`config.mk`:
```
export PLATFORM = sky130hd
export DESIGN_NAME = int_to_float_converter
export DESIGN_NICKNAME = d
export VERILOG_FILES = /design/src/rtl/int_to_float_converter.sv
export SDC_FILE = /design/constraint.sdc
export NUM_CORES = 1
export LEC_CHECK = 0
export ABC_CLOCK_PERIOD_IN_PS = 2500
export CAP_MARGIN = 10
export CORE_MARGIN = 8
export CORE_UTILIZATION = 50
export CTS_CLUSTER_DIAMETER = 30
export DETAILED_ROUTE_END_ITERATION = 12
export GPL_TIMING_DRIVEN = 1
export PLACE_DENSITY = 0.87
export SETUP_SLACK_MARGIN = 0.3
export SYNTH_ARGS = -nofsm -noshare
export SYNTH_HDL_FRONTEND = slang
export SYNTH_SLANG_ARGS = --single-unit
```
`constraint.sdc`:
```
create_clock -name clk -period 2.5 [get_ports clk]
set_input_delay 0.375 -clock clk [delete_from_list [all_inputs] [get_ports clk]]
set_output_delay 0.375 -clock clk [all_outputs]
set_load 0.05 [all_outputs]
```
`src/rtl/int_to_float_converter.sv`:
```
// Multi-cycle 32-bit integer to IEEE-754 single converter (truncating), one normalise shift per clock.
// Latency 2+(31-msb) clocks from start to done (1 for zero); start is ignored while busy.
module int_to_float_converter #(
  parameter bit SIGNED_IN = 1'b1,
  parameter int BIAS      = 127
) (
  input  logic        clk,
  input  logic        reset,
  input  logic        start,
  input  logic [31:0] in_int,
  output logic        busy,
  output logic        done,
  output logic [31:0] result,
  output logic        inexact
);

  typedef enum logic [1:0] {IDLE, NORM, PACK} state_t;

  localparam logic [7:0] EXP_SEED = 8'(BIAS + 31);

  state_t      state_q, state_d;
  logic [31:0] mag_q, mag_d;
  logic [7:0]  exp_q, exp_d;
  logic        sign_q, sign_d;
  logic        zero_q, zero_d;
  logic [31:0] result_q, result_d;
  logic        inexact_q, inexact_d;
  logic        done_q, done_d;
  logic        in_neg;

  // Negating 0x80000000 wraps back to itself, which is exactly the magnitude we want.
  assign in_neg = SIGNED_IN && in_int[31];

  always_comb begin
    state_d   = state_q;
    mag_d     = mag_q;
    exp_d     = exp_q;
    sign_d    = sign_q;
    zero_d    = zero_q;
    result_d  = result_q;
    inexact_d = inexact_q;
    done_d    = 1'b0;
    case (state_q)
      IDLE: begin
        if (start) begin
          sign_d  = in_neg;
          mag_d   = in_neg ? (~in_int + 32'd1) : in_int;
          exp_d   = EXP_SEED;
          zero_d  = (in_int == 32'd0);
          state_d = (in_int == 32'd0) ? PACK : NORM;
        end
      end
      NORM: begin
        if (mag_q[31]) begin
          state_d = PACK;
        end else begin
          mag_d = mag_q << 1;
          exp_d = exp_q - 8'd1;
        end
      end
      PACK: begin
        result_d  = zero_q ? 32'h0 : {sign_q, exp_q, mag_q[30:8]};
        inexact_d = zero_q ? 1'b0 : |mag_q[7:0];
        done_d    = 1'b1;
        state_d   = IDLE;
      end
      default: state_d = IDLE;
    endcase
  end

  always_ff @(posedge clk) begin
    if (reset) begin
      state_q   <= IDLE;
      mag_q     <= 32'd0;
      exp_q     <= 8'd0;
      sign_q    <= 1'b0;
      zero_q    <= 1'b0;
      result_q  <= 32'd0;
      inexact_q <= 1'b0;
      done_q    <= 1'b0;
    end else begin
      state_q   <= state_d;
      mag_q     <= mag_d;
      exp_q     <= exp_d;
      sign_q    <= sign_d;
      zero_q    <= zero_d;
      result_q  <= result_d;
      inexact_q <= inexact_d;
      done_q    <= done_d;
    end
  end

  assign busy    = (state_q != IDLE);
  assign done    = done_q;
  assign result  = result_q;
  assign inexact = inexact_q;

endmodule

```
Word level (Yosys, flattened, before mapping)
Cells that the tools add are included.

storage, ports and cells
  input bits = 35
  memories kept = 0
  ROM bits = 0
  logic and storage cells = 40
  register bits = 78
  output and inout port bits = 35
  RAM bits = 0
  bits in latches = 0

operators by class
  bitwise logic cells = 1
  equal/unequal tests = 5
  multipliers = 0
  divide/modulo/power cells = 0
  magnitude comparators = 0
  mux-type cells = 14
  reduce and logical (&&, ||, !) cells = 9
  shifts and indexed selects = 0
  add/subtract/negate cells = 2

operators by type and width
  kind                                                                count
  32-bit two-way mux                                                  4
  32-bit case mux with 2 select lines                                 1
  32-bit by 1-bit adder with 32-bit output, second input constant     1
  32-bit logical NOT                                                  1
  32-bit NOT                                                          1
  8-bit two-way mux                                                   2
  8-bit case mux with 2 select lines                                  1
  8-bit OR reduction                                                  1
  8-bit by 1-bit subtractor with 8-bit output, second input constant  1
  2-bit two-way mux                                                   3
  2-bit != test, second input constant                                3
  2-bit AND reduction                                                 3
  2-bit case mux with 2 select lines                                  1
  2-bit nonzero test                                                  2
  3-bit AND reduction                                                 1
  2-bit by 1-bit == test with 1-bit output, second input constant     1
  2-bit == test, second input constant                                1
  2-bit logical NOT                                                   1
  1-bit two-way mux                                                   2

Logic depth before layout (Yosys ltp)
Gate-level depths: netlist (run 1).

  depth after elaboration = 5
  mapped depth = 8
  mapped depth without buffers = 7

Least setup slack after synthesis (run 1)
Ideal clock, no wire load.

  path kind = input port to flip-flop
  from = input port in_int[15]
  to = register mag_q[25]
  setup slack = 363 ps
  arrival = 1999 ps
  cell stages on the path = 6
  buffers on the path = 1
  required time = 2362 ps
  path through = or4_4 -> or3_1 -> buf_6 -> nor4_4 -> mux2i_1 -> o221ai_1

between the ends
  cells in the longest elaborated chain, start to end = 5

ends and longest elaborated chain
  element                                   RTL line  text
  start, declared                           10        input logic [31:0] in_int,
  32-bit NOT                                47        mag_d = in_neg ? (~in_int + 32'd1) : in_int;
  32-bit by 1-bit adder with 32-bit output  47
  32-bit two-way mux                        47
  32-bit two-way mux                        45        if (start) begin
  32-bit case mux with 2 select lines       43        case (state_q)
  end signal, assigned                      83        mag_q <= mag_d;
  end, declared                             22        logic [31:0] mag_q, mag_d;

Every way passes these cells. The select of a mux whose other input is x is not followed.
A chain may end at the register's enable or synchronous reset.

Final worst setup path (run 1)
  from = input port in_int[13]
  to = register mag_q[16]

Same word-level chain as after synthesis.

==> flow_summary.toml, run 1 <==
[min_path]
worstHoldStart = "reset"
hold_class = "primary input to flop"

[logic_synthesis]
synth-warning-count = 0
synth.ff_latch_count = 78
synth_flop_cell = "dfxtp_1"
synthXorXnorAreaFrac_pct = 6.03
synth_top_family_by_area = "simple AND/OR/NAND/NOR gates"
synthArstFlopShare_pct = 0
synth-seq-area-share_pct = 39.8
synth_compound_area_share_pct = 23.2
synth_edf_count = 0
yosys.area_share.simple_pct = 25.0
syn_inst = 457
synth_cell_types = 54
yosys-top-cells-area = "dfxtp_1 40%, a21oi_1 6.5%, nor3b_1 6.5%, a22oi_1 5.0%, nor2_1 4.6%"
yosysTopAreaCellShare_pct = 39.8
synth.net_count = 494
post-synth-top-area-cell = "dfxtp_1"
synth_fa_ha_area_share_pct = 0.638
syn_avg_cell_area_sq_um = 8.58
synth_area_sq_um = 3920
synthMuxAreaShare_pct = 0.766

[cts]
cts_root_buffer = "clkbuf_8"
cts.sinks = 78
clock_latency_ps = 350
htree_levels = 3
cts_buffers = 9
clk_pin_slew_ps = 80
cts_tree = "yes"
hold_buffers = 0
clockBufferDepth = 2

[sta]
finalSetupViolCount = 0
slew_viol_final = 0
fin_skew_ps = 10.3
final.setup.worst_slack_ps = 379
rsz0062_at_grt = "true"
hold_ws_ps = 286
worstMarginPinSlew_ps = 554
max_freq_mhz = 472
finalCriticalPeriod_ps = 2120
post-route-period-util_pct = 84.8
hold_violations = 0
slew_headroom_pct = 63.1

[grt]
track_usage_pct = 19.7
grt-ovfl-total = 0
grt_max_degree = 46
grt_antenna_before_repair = 0
grt_pass1_wl_microns = 18000
grt_pass1_vias = 3698

[worst_setup_path]
cp.required_ps = 2730
r2r_slack_ps = 520
endpoint_kind = "flop"
crit_chain = "clkdlybuf4s50_1 > nor4_1 > buf_4 > nand2b_1 > o31ai_1 > xor2_1 > o22ai_1"
path_class = "primary input to flop"
r2r-start = "state_q[0]"
critPathLaunch = "in_int[13]"
crit_path_max_fanout = 8
cp-start-kind = "primary input"
critical_path.top_delay_family = "buffers and inverters"
crit_buf_inv = 2
ff2ff_path_depth = 6
reg2reg_to = "exp_q[7]"
slowest_delay_ps = 460
crit_cells = 7
cp_slowest_cell = "clkdlybuf4s50_1"
arrival_ps = 2350
worstSetupEndpoint = "mag_q[16]"

[floorplan]
die_x_microns = 105
die_h_microns = 105
die-area_sq_um = 10900
core_sq_um = 7650
start_util_pct = 51.3
num_io_pins = 70
rows = 32

[placement]
place_inst = 633
post-place-ws_ps = -151
io_buffers = 69
finalWeightedCongestion = 0.884
dp_hpwl_microns = 8000

[power]
p_leak_uw = 0.00190
worst_ir_drop_vdd_mv = 0.279
cellPowerDensity_nw_per_um2 = 552
p_total_uw = 2870

[drt]
wl_per_cell_microns = 17.4
drt-met1-wl_microns = 5050
viasPerCell = 6.04
antenna_left = 0
highest_layer = "met4"
drtIter0Drc = 269
num_vias = 3929
wl_met3_microns = 896
drt-pass1-iter-count = 5
wl_met2_microns = 5160
wl_microns = 11300
drc_errors = 0

[run_status]
status = "complete, no violations"

[cells_and_area]
fillers = 597
fin_util_pct = 68.1
drive_above_1_share_pct = 15.5
seqCellArea_sq_um = 1560
multi_input_area_sq_um = 2260
antennaDiodeCount = 0
fin_nets = 582
layoutNonFillerInstCount = 650
area_growth_pct = 32.7

[run]
drv_cap = 0
[registers in the layout, indices dropped and copies added, names as in the netlist]
name,count
done,1
exp_q,8
inexact,1
mag_q,32
result,32
sign_q,1
state_q,2
zero_q,1
[Yosys cell counts (2+ instances only)]
library cell,number
a211oi_1,2
mux2i_1,3
a22o_1,3
o41ai_2,4
nor2_1,48
inv_1,7
or4_1,4
o22ai_1,12
xnor2_1,11
o221ai_1,2
or2_2,2
nand2_1,19
o31ai_1,7
buf_1,3
a32o_1,2
o211ai_1,2
nor4_2,2
nand4b_1,3
nand3_1,7
nor3_1,11
a22oi_1,26
nand4_1,6
ha_1,2
nor3_2,2
nand2b_1,3
a31oi_1,2
clkbuf_1,34
or3_1,7
nor3b_1,34
o21ai_0,7
dfxtp_1,78
xor2_1,16
o41ai_1,5
a21oi_1,51
a221oi_1,2
nor4_1,9
nor4_4,2
[timing repair]
action	in CTS	in global routing
hold endpoints to repair	0	0
cloned	1	0
buffers inserted	0	2
resized for setup	3	16
endpoints found under the setup margin	10	16
pin swaps	1	5
[kinds of logic after synthesis]
family	after synthesis
buffers and inverters	46
multiplexers	3
flip-flops	78
XOR/XNOR	27
AND/OR/NAND/NOR	167
adder cells (fa/ha/maj)	2
AO/OA/AOI/OAI	134
[how the worst min path moves through the flow]
| stage | end | cells past startpoint |
|---|---|---|
| after floorplan | sign_q | 2 |
| after global placement | sign_q | 2 |
| after detailed placement | sign_q | 2 |
| after CTS | mag_q[31] | 2 |
| after global routing | mag_q[31] | 2 |
| final | mag_q[31] | 2 |
[through the flow]
step / setup TNS (ps) / cell area (sq um)
floorplan: 0 / 3920
global placement: -758 / 4930
detailed placement: -1050 / 4930
CTS: 0 / 5110
global route: 0 / 5210
finish: 0 / 5210
[cell type report]
class / instances / share of cell area (%)
Multi-Input combinational cell: 333 / 43.3
Sequential cell: 78 / 30.0
Timing Repair Buffer: 116 / 20.4
Clock buffer: 11 / 2.91
Tap cell: 102 / 2.45
Inverter: 7 / 0.505
Clock inverter: 3 / 0.409
[cells in the final DEF, fill, tap and decap left out, drive strengths merged, types with 4 or more instances in the layout]
master,n
nand2,19
o21ai,7
nor4,13
nor2,48
inv,7
clkdlybuf4s50,63
buf,48
o22ai,12
xor2,16
o31ai,7
nand4,6
dfxtp,78
a22oi,26
a21oi,51
xnor2,11
nor3,13
nand3,7
or4,5
or3,7
nor3b,34
o41ai,9
dlymetal6s2s,4
clkbuf,11
[routing by layer]
layer / track usage [%] / up-vias
li1: - / 1872
met5: 0 / -
met3: 4.67 / 16
met1: 25.6 / 1856
met2: 31.1 / 185
met4: 7.14 / 0
[power breakdown]
group	internal, uW	total [uW]	switching, uW
clock network	404	859	455
logic	274	617	343
registers	1320	1400	73.2
Power figures use the tool's default switching activity.
==> run 2, diff against run 1 <==
--- a/config.mk
+++ b/config.mk
@@ -5,14 +5,14 @@
 export SDC_FILE = /design/constraint.sdc
 export NUM_CORES = 1
 export LEC_CHECK = 0
-export ABC_CLOCK_PERIOD_IN_PS = 2500
+export ABC_CLOCK_PERIOD_IN_PS = 1900
 export CAP_MARGIN = 10
 export CORE_MARGIN = 8
-export CORE_UTILIZATION = 50
+export CORE_UTILIZATION = 48
 export CTS_CLUSTER_DIAMETER = 30
 export DETAILED_ROUTE_END_ITERATION = 12
 export GPL_TIMING_DRIVEN = 1
-export PLACE_DENSITY = 0.87
+export PLACE_DENSITY = 0.88
 export SETUP_SLACK_MARGIN = 0.3
 export SYNTH_ARGS = -nofsm -noshare
 export SYNTH_HDL_FRONTEND = slang
==> constraint.sdc (replaced) <==
create_clock -name clk -period 1.9 [get_ports clk]
set_input_delay 0.285 -clock clk [delete_from_list [all_inputs] [get_ports clk]]
set_output_delay 0.285 -clock clk [all_outputs]
set_load 0.05 [all_outputs]
==> run 2 against run 1 <==
Compared with the run above: combinational power increased by 70%; worst hold slack improved by 7.2 ps; first-iteration DRC count increased by 61%; critical path depth increased by 1; register-to-register slack got worse by 370 ps; count of clock-buffer cells in the layout decreased by 1; sequential power increased by 32%; non-clock buffer count increased by 47; die area increased by 3.5%; largest power group unchanged; clock skew decreased by 2.5 ps; utilization increased by 7.5 points.
==> flow_summary.toml, run 2 (same netlist as run 1, synthesis figures left out) <==
[placement]
finalWeightedCongestion = 0.875
dp_hpwl_microns = 8550
io_buffers = 69

[floorplan]
start_util_pct = 48.7
die-area_sq_um = 11300
num_io_pins = 70
die_x_microns = 106
core_sq_um = 8050
rows = 33
die_h_microns = 106

[worst_setup_path]
arrival_ps = 2100
r2r_slack_ps = 150
crit_buf_inv = 3
endpoint_kind = "flop"
cp.required_ps = 2140
path_class = "primary input to flop"
crit_chain = "buf_6 > or4_4 > or3_4 > buf_8 > buf_4 > o41ai_4 > xor2_1 > o22ai_1"
cp_slowest_cell = "or4_4"
crit_path_max_fanout = 8
slowest_delay_ps = 530
critical_path.top_delay_family = "simple AND/OR/NAND/NOR gates"
cp-start-kind = "primary input"

[cells_and_area]
antennaDiodeCount = 0
fin_util_pct = 75.6
area_growth_pct = 55.2
fin_nets = 629
layout.cells.most_common_list = "75 x dfxtp_1, 71 x buf_4, 49 x a21oi_1"
drive_above_1_share_pct = 31.0
final_common_cell = "dfxtp_1"

[run_status]
status = "complete, no violations"

[power]
p_leak_uw = 0.00252
worst_ir_drop_vdd_mv = 0.456
p_total_uw = 4290
cellPowerDensity_nw_per_um2 = 706

[grt]
grt_antenna_before_repair = 0
met3_usage_pct = 4.72
use_met1_pct = 26.9
track_usage_pct = 22.6
busiest_layer = "met2"
grt_pass1_vias = 4224
grt_max_degree = 40
grt-ovfl-total = 0
use_met2_pct = 38.3
grt_pass1_wl_microns = 20900

[cts]
clock_latency_ps = 370
hold_buffers = 0
cts_buffers = 9
cts_tree = "yes"
clk_pin_slew_ps = 80
clockBufferDepth = 2
cts.sinks = 78
htree_levels = 3
cts_root_buffer = "clkbuf_8"

[sta]
fin_skew_ps = 7.81
max_freq_mhz = 537
finalSetupViolCount = 0
rsz0062_at_grt = "true"
worstMarginPinSlew_ps = 569
setup_tns_ps = 0
hold_ws_ps = 294
hold_violations = 0
slew_headroom_pct = 61.8
slew_viol_final = 0
post-route-period-util_pct = 98.1
finalCriticalPeriod_ps = 1860

[drt]
drt-pass1-iter-count = 5
wl_microns = 14200
num_vias = 4384
drtIter0Drc = 432
viasPerCell = 6.25
wl_per_cell_microns = 20.2
antenna_left = 0
drc_errors = 0

[min_path]
hold_class = "primary input to flop"

[run]
drv_cap = 0
run 2: per-stage QoR:
step	setup slack (ps)	instance area, sq um	cells
2_1_floorplan	-107	3970	457
3_3_place_gp	-597	5250	668
3_5_place_dp	-687	5250	668
4_1_cts	57.8	5790	695
5_1_grt	-24.8	6090	702
6_report	36.5	6090	702
run 2: cell type report:
type | instances | area [sq um]
Multi-Input combinational cell | 333 | 2700
Fill cell | 542 | 1970
Timing Repair Buffer | 163 | 1450
Tap cell | 105 | 131
Inverter | 7 | 26.3
Clock buffer | 10 | 128
Sequential cell | 78 | 1570
Clock inverter | 6 | 86.3
run 2: per-layer routing:
metal / vias up / part of all wire [%]
met3: 42 / 8.4
met2: 260 / 49
met1: 2099 / 40
met5: - / 0
met4: 0 / 2.4
li1: 1983 / -
run 2: repair_timing:
item | CTS | global route
gates resized for setup | 128 | 56
setup buffers | 11 | 7
pin swaps | 38 | 42
endpoints found under the setup margin | 73 | 39
hold endpoints to repair | 0 | 0
run 2: final timing paths:
path	startpoint	end	cells after the start
max	in_int[15]	mag_q[26]	8
max reg2reg	state_q[0]	exp_q[6]	7
min reg2reg	sign_q	sign_q	2
min	reset	result[19]	2
run 2: power by group:
part	total, uW	internal [uW]	switching [uW]
Clock	1390	738	656
Combinational	1050	470	579
Sequential	1850	1740	110
==> run 3, diff against run 2 <==
--- a/config.mk
+++ b/config.mk
@@ -14,6 +14,8 @@
 export GPL_TIMING_DRIVEN = 1
 export PLACE_DENSITY = 0.88
 export SETUP_SLACK_MARGIN = 0.3
+export SKIP_LAST_GASP = 1
 export SYNTH_ARGS = -nofsm -noshare
 export SYNTH_HDL_FRONTEND = slang
 export SYNTH_SLANG_ARGS = --single-unit
+export TNS_END_PERCENT = 1
==> constraint.sdc (replaced) <==
create_clock -name clk -period 1.9 [get_ports clk]
set_input_delay 0.285 -clock clk [delete_from_list [all_inputs] [get_ports clk]]
set_output_delay 0.285 -clock clk [all_outputs]
set_load 0.005 [all_outputs]
==> run 3 against run 2 <==
Compared with the run above: the flow now finishes with violations (negative setup slack); count of clock-buffer cells in the layout increased by 1; fmax is 9.1% lower; sequential share of layout area rose by 1.8 points; final cell count is 1.4% lower; register-to-register slack is essentially flat; critical endpoint is now state_q[0]; critical path depth grew 1; worst hold slack barely moved; non-clock buffer count decreased by 10; utilization decreased by 5.3 points; highest routed layer unchanged.
==> flow_summary.toml, run 3 (same netlist as run 1, synthesis figures left out) <==
[placement]
placed_cell_area_sq_um = 5180
dp_hpwl_microns = 8340
io_buffers = 69
finalWeightedCongestion = 0.883

[worst_setup_path]
crit_buf_inv = 4
slowest_delay_ps = 540
cp.required_ps = 2140
crit_chain = "buf_6 > or4_4 > or3_4 > buf_12 > buf_8 > buf_4 > nor4_4 > nand3_1 > nor3b_1"
critical_path.top_delay_family = "simple AND/OR/NAND/NOR gates"
crit_path_max_fanout = 5
endpoint_kind = "flop"
arrival_ps = 2290
cp-start-kind = "primary input"
cp_slowest_cell = "or4_4"
path_class = "primary input to flop"

[cts]
cts_tree = "yes"
cts_buffers = 9
htree_levels = 3
clk_pin_slew_ps = 80
clockBufferDepth = 2
hold_buffers = 0
clock_latency_ps = 370
cts.sinks = 78
cts_root_buffer = "clkbuf_8"

[grt]
track_usage_pct = 21.4
grt_antenna_before_repair = 0
grt-ovfl-total = 0
grt_max_degree = 45
grt_pass1_wl_microns = 19800
grt_pass1_vias = 4063

[floorplan]
die-area_sq_um = 11300
start_util_pct = 48.7
num_io_pins = 70
die_x_microns = 106
die_h_microns = 106
rows = 33
core_sq_um = 8050

[run_status]
violations = "negative setup slack"
status = "finished with violations"

[cells_and_area]
final_common_cell = "dfxtp_1"
area_growth_pct = 44.4
antennaDiodeCount = 0
stdcell_area_sq_um = 5660
fin_util_pct = 70.3
fin_nets = 619
drive_above_1_share_pct = 22.8
layout.cells.most_common_list = "78 x dfxtp_1, 77 x buf_4, 61 x clkdlybuf4s50_1"
fillers = 578

[power]
pwr-share-clk_pct = 35.7
seqPwrFrac_pct = 43.9
switching_share_pct = 27.4
worst_ir_drop_vdd_mv = 0.358
p_sw_uw = 1150
p_leak_uw = 0.00212
p_int_uw = 3050
p_total_uw = 4200
combPwrFrac_pct = 20.4
cellPowerDensity_nw_per_um2 = 741

[sta]
slew_headroom_pct = 71.8
rsz0062_at_grt = "true"
hold_violations = 0
finalSetupViolCount = 9
final.setup.worst_slack_ps = -150
worstMarginPinSlew_ps = 423
fin_skew_ps = 9.41
finalCriticalPeriod_ps = 2050
post-route-period-util_pct = 108
max_freq_mhz = 488
slew_viol_final = 0

[drt]
antenna_left = 0
drc_errors = 0
drt-pass1-iter-count = 5
wl_per_cell_microns = 18.0
viasPerCell = 6.02
drtIter0Drc = 351
num_vias = 4165
wl_microns = 12500

[min_path]
hold_class = "primary input to flop"

[run]
drv_cap = 0
-- run 3: worst paths after layout --
kind / startpoint / to / slack, ps / depth (start not counted)
max: in_int[18] / state_q[0] / -150 / 9
min: reset / result[20] / 290 / 2
max reg2reg: state_q[0] / mag_q[24] / 150 / 5
min reg2reg: sign_q / sign_q / 470 / 2
-- run 3: layout make-up --
type	instances	area, sq um	share of cell area (%)
clock buffers	11	131	2.32
clock inverters	5	106	1.88
inverters	7	26.3	0.464
multi-input cells	333	2320	40.9
flip-flops and latches	78	1560	27.6
well taps	105	131	2.32
repair buffers	153	1390	24.5
-- run 3: worst reg2reg max path, stage by stage (launching register included) --
cell and delay, ps:
dfxtp_1 520, nor3b_2 290, nor2_2 80, a22o_1 200, a32o_1 200, or3_1 350
-- run 3: timing repair --
item,in CTS,in global routing
endpoints found under the hold margin,0,0
pin swaps,8,7
setup buffers,10,2
setup endpoints to repair,37,55
gates resized for setup,25,19
-- run 3: metrics by stage --
step                hold slack (ps)  cells  setup WS [ps]  TNS [ps]
floorplan                       432    457           -108      -535
global placement                444    664           -609    -11230
CTS                             290    690          -24.4     -79.1
global route                    316    692           -220     -1920
finish                          293    692           -150      -550
detailed placement              452    664           -654    -13140
-- run 3: layer usage --
| metal | vias up | global-route usage (%) | part of all wire [%] |
|---|---|---|---|
| met2 | 213 | 34.9 | 48 |
| met4 | 0 | 9.25 | 2.5 |
| met3 | 29 | 5.69 | 8.3 |
| li1 | 1964 | - | - |
| met5 | - | 0 | 0 |
| met1 | 1959 | 26.0 | 41 |
-- run 3: power by group through the flow --
stage | combinational, uW | sequential, uW | clock, uW
floorplan | 445 | 1840 | 0
global placement | 788 | 1870 | 0
finish | 857 | 1840 | 1500
detailed placement | 807 | 1870 | 0
CTS | 820 | 1840 | 1510
global route | 926 | 1850 | 1580
==> RTL change: new RTL, settings of run 3 <==
Put one more register stage on the output `result`, with the module's reset. The value now appears one clock later. The other outputs are not delayed to match.
--- a/src/rtl/int_to_float_converter.sv
+++ b/src/rtl/int_to_float_converter.sv
@@ -92,7 +92,13 @@
 
   assign busy    = (state_q != IDLE);
   assign done    = done_q;
-  assign result  = result_q;
+  always_ff @(posedge clk) begin
+    if (reset) begin
+      result <= '0;
+    end else begin
+      result <= result_q;
+    end
+  end
   assign inexact = inexact_q;
 
 endmodule
Function: changed (Yosys sat finds a counterexample within 4 cycles, from zero or initial values and one cycle with reset high).
==> RTL change against run 3 <==
The run still ends with setup timing left. Total power is 10% higher. Worst setup slack worse by 0.086 ns. Synthesized area is 12% higher. Combinational power is 22% lower. Count of clock-buffer cells in the layout is 2 lower. Maximum frequency is 4.0% lower. Cell area is 5.6% higher. Cell count is 3.6% lower. Routed wire length is 5.7% lower. Sequential cell count is 32 higher. Sequential power is 35% higher. Highest routed layer unchanged.
==> RTL change: results (changes against run 3) <==
| Metric | Value |
|---|---|
| Post-synthesis compound-gate area fraction | `0.227 (-0.00445)` |
| Multiplexer share of the synthesized area | `0.00484 (-0.00281)` |
| Seq power | `2.48 mW (+35%)` |
| Final WS setup | `-0.236 ns (-0.0862 ns)` |
| Routed WL per cell | `17.6 um (-2.2%)` |
| Clk slew on worst S/H paths | `0.12 ns (+0.04 ns)` |
| GR Util met3 | `0.0314 (-0.0255)` |
| Clock power frac | `0.319 (-0.038)` |
| Critical Path Fanout Max | `3 (-2)` |
| Met3 WL | `719 um (-30%)` |
| # setup viols final | `24 (+15)` |
| Syn Nets | `476 (-3.6%)` |
| Vias per cell | `5.89 (-2.2%)` |
| DR WL met2 | `5.95 mm (about the same)` |
| Mapped Cells | `439 (-3.9%)` |
| Gr usage total | `0.186 (-0.0278)` |
| Sw power | `1.25 mW (+8.8%)` |
| Met1 WL | `4.77 mm (-7.5%)` |
| Failing checks | `setup timing` |
| Combinational power share | `0.144 (-0.060)` |
| M1 GR Usage | `0.219 (-0.0406)` |
| Clk_skew | `0.0159 ns (+0.00651 ns)` |
| Outcome | `finished with violations` |
| Final HPWL DP | `8.10 mm (-2.8%)` |
| First DRT Iteration DRCs | `286 (-19%)` |
## RTL change: cell types whose count changed after synthesis, moves of 31 or more
cell / change
a22o_1: +31
nor2_1: -35
nor2b_1: +34
dfxtp_1: +32
nor3b_1: -31
a21oi_1: -38
## RTL change: area by class of cell
class                   instances  area, um2
fillers                       665       3080
flip-flops and latches        110       2200
multi-input cells             286       2200
repair buffers                138       1210
well taps                     111        139
clock buffers                   9        124
clock inverters                 7       86.3
inverters                       6       22.5
## RTL change: worst paths after layout
check | start | end | depth (start not counted) | slack [ns]
hold reg to reg | sign_q | sign_q | 2 | 0.46
setup reg to reg | state_q[0] | exp_q[7] | 6 | -0.15
hold / removal | in_int[8] | mag_q[8] | 3 | 0.24
setup / recovery | in_int[11] | mag_q[29] | 6 | -0.24
## RTL change: worst reg2reg max path: stages, from the launching register on
cell       delay (ns)
dfxtp_1          0.37
or3b_2           0.51
a2111oi_4        0.38
buf_4            0.17
nor4bb_2         0.29
xnor2_1          0.15
a21oi_1          0.08
## RTL change: through the flow
| step | worst slack (ns) | TNS, ns | hold WS (ns) |
|---|---|---|---|
| finish | -0.236 | -3.26 | 0.241 |
| CTS | -0.251 | -3.47 | 0.235 |
| global route | -0.274 | -4.67 | 0.265 |
| global placement | -0.891 | -21.94 | 0.447 |
| detailed placement | -0.933 | -23.34 | 0.449 |
| floorplan | -0.354 | -5.73 | 0.437 |
## RTL change: what timing repair did
item	CTS	global route
setup buffers	7	0
setup endpoints to repair	37	41
cloned	1	0
pin swaps	14	9
gates resized for setup	74	13
## RTL change: logic make-up after synthesis
family                   after synthesis
AND/OR/NAND/NOR                      114
adder cells (fa/ha/maj)                2
buffers and inverters                 43
flip-flops                           110
AO/OA/AOI/OAI                        135
XOR/XNOR                              33
multiplexers                           2
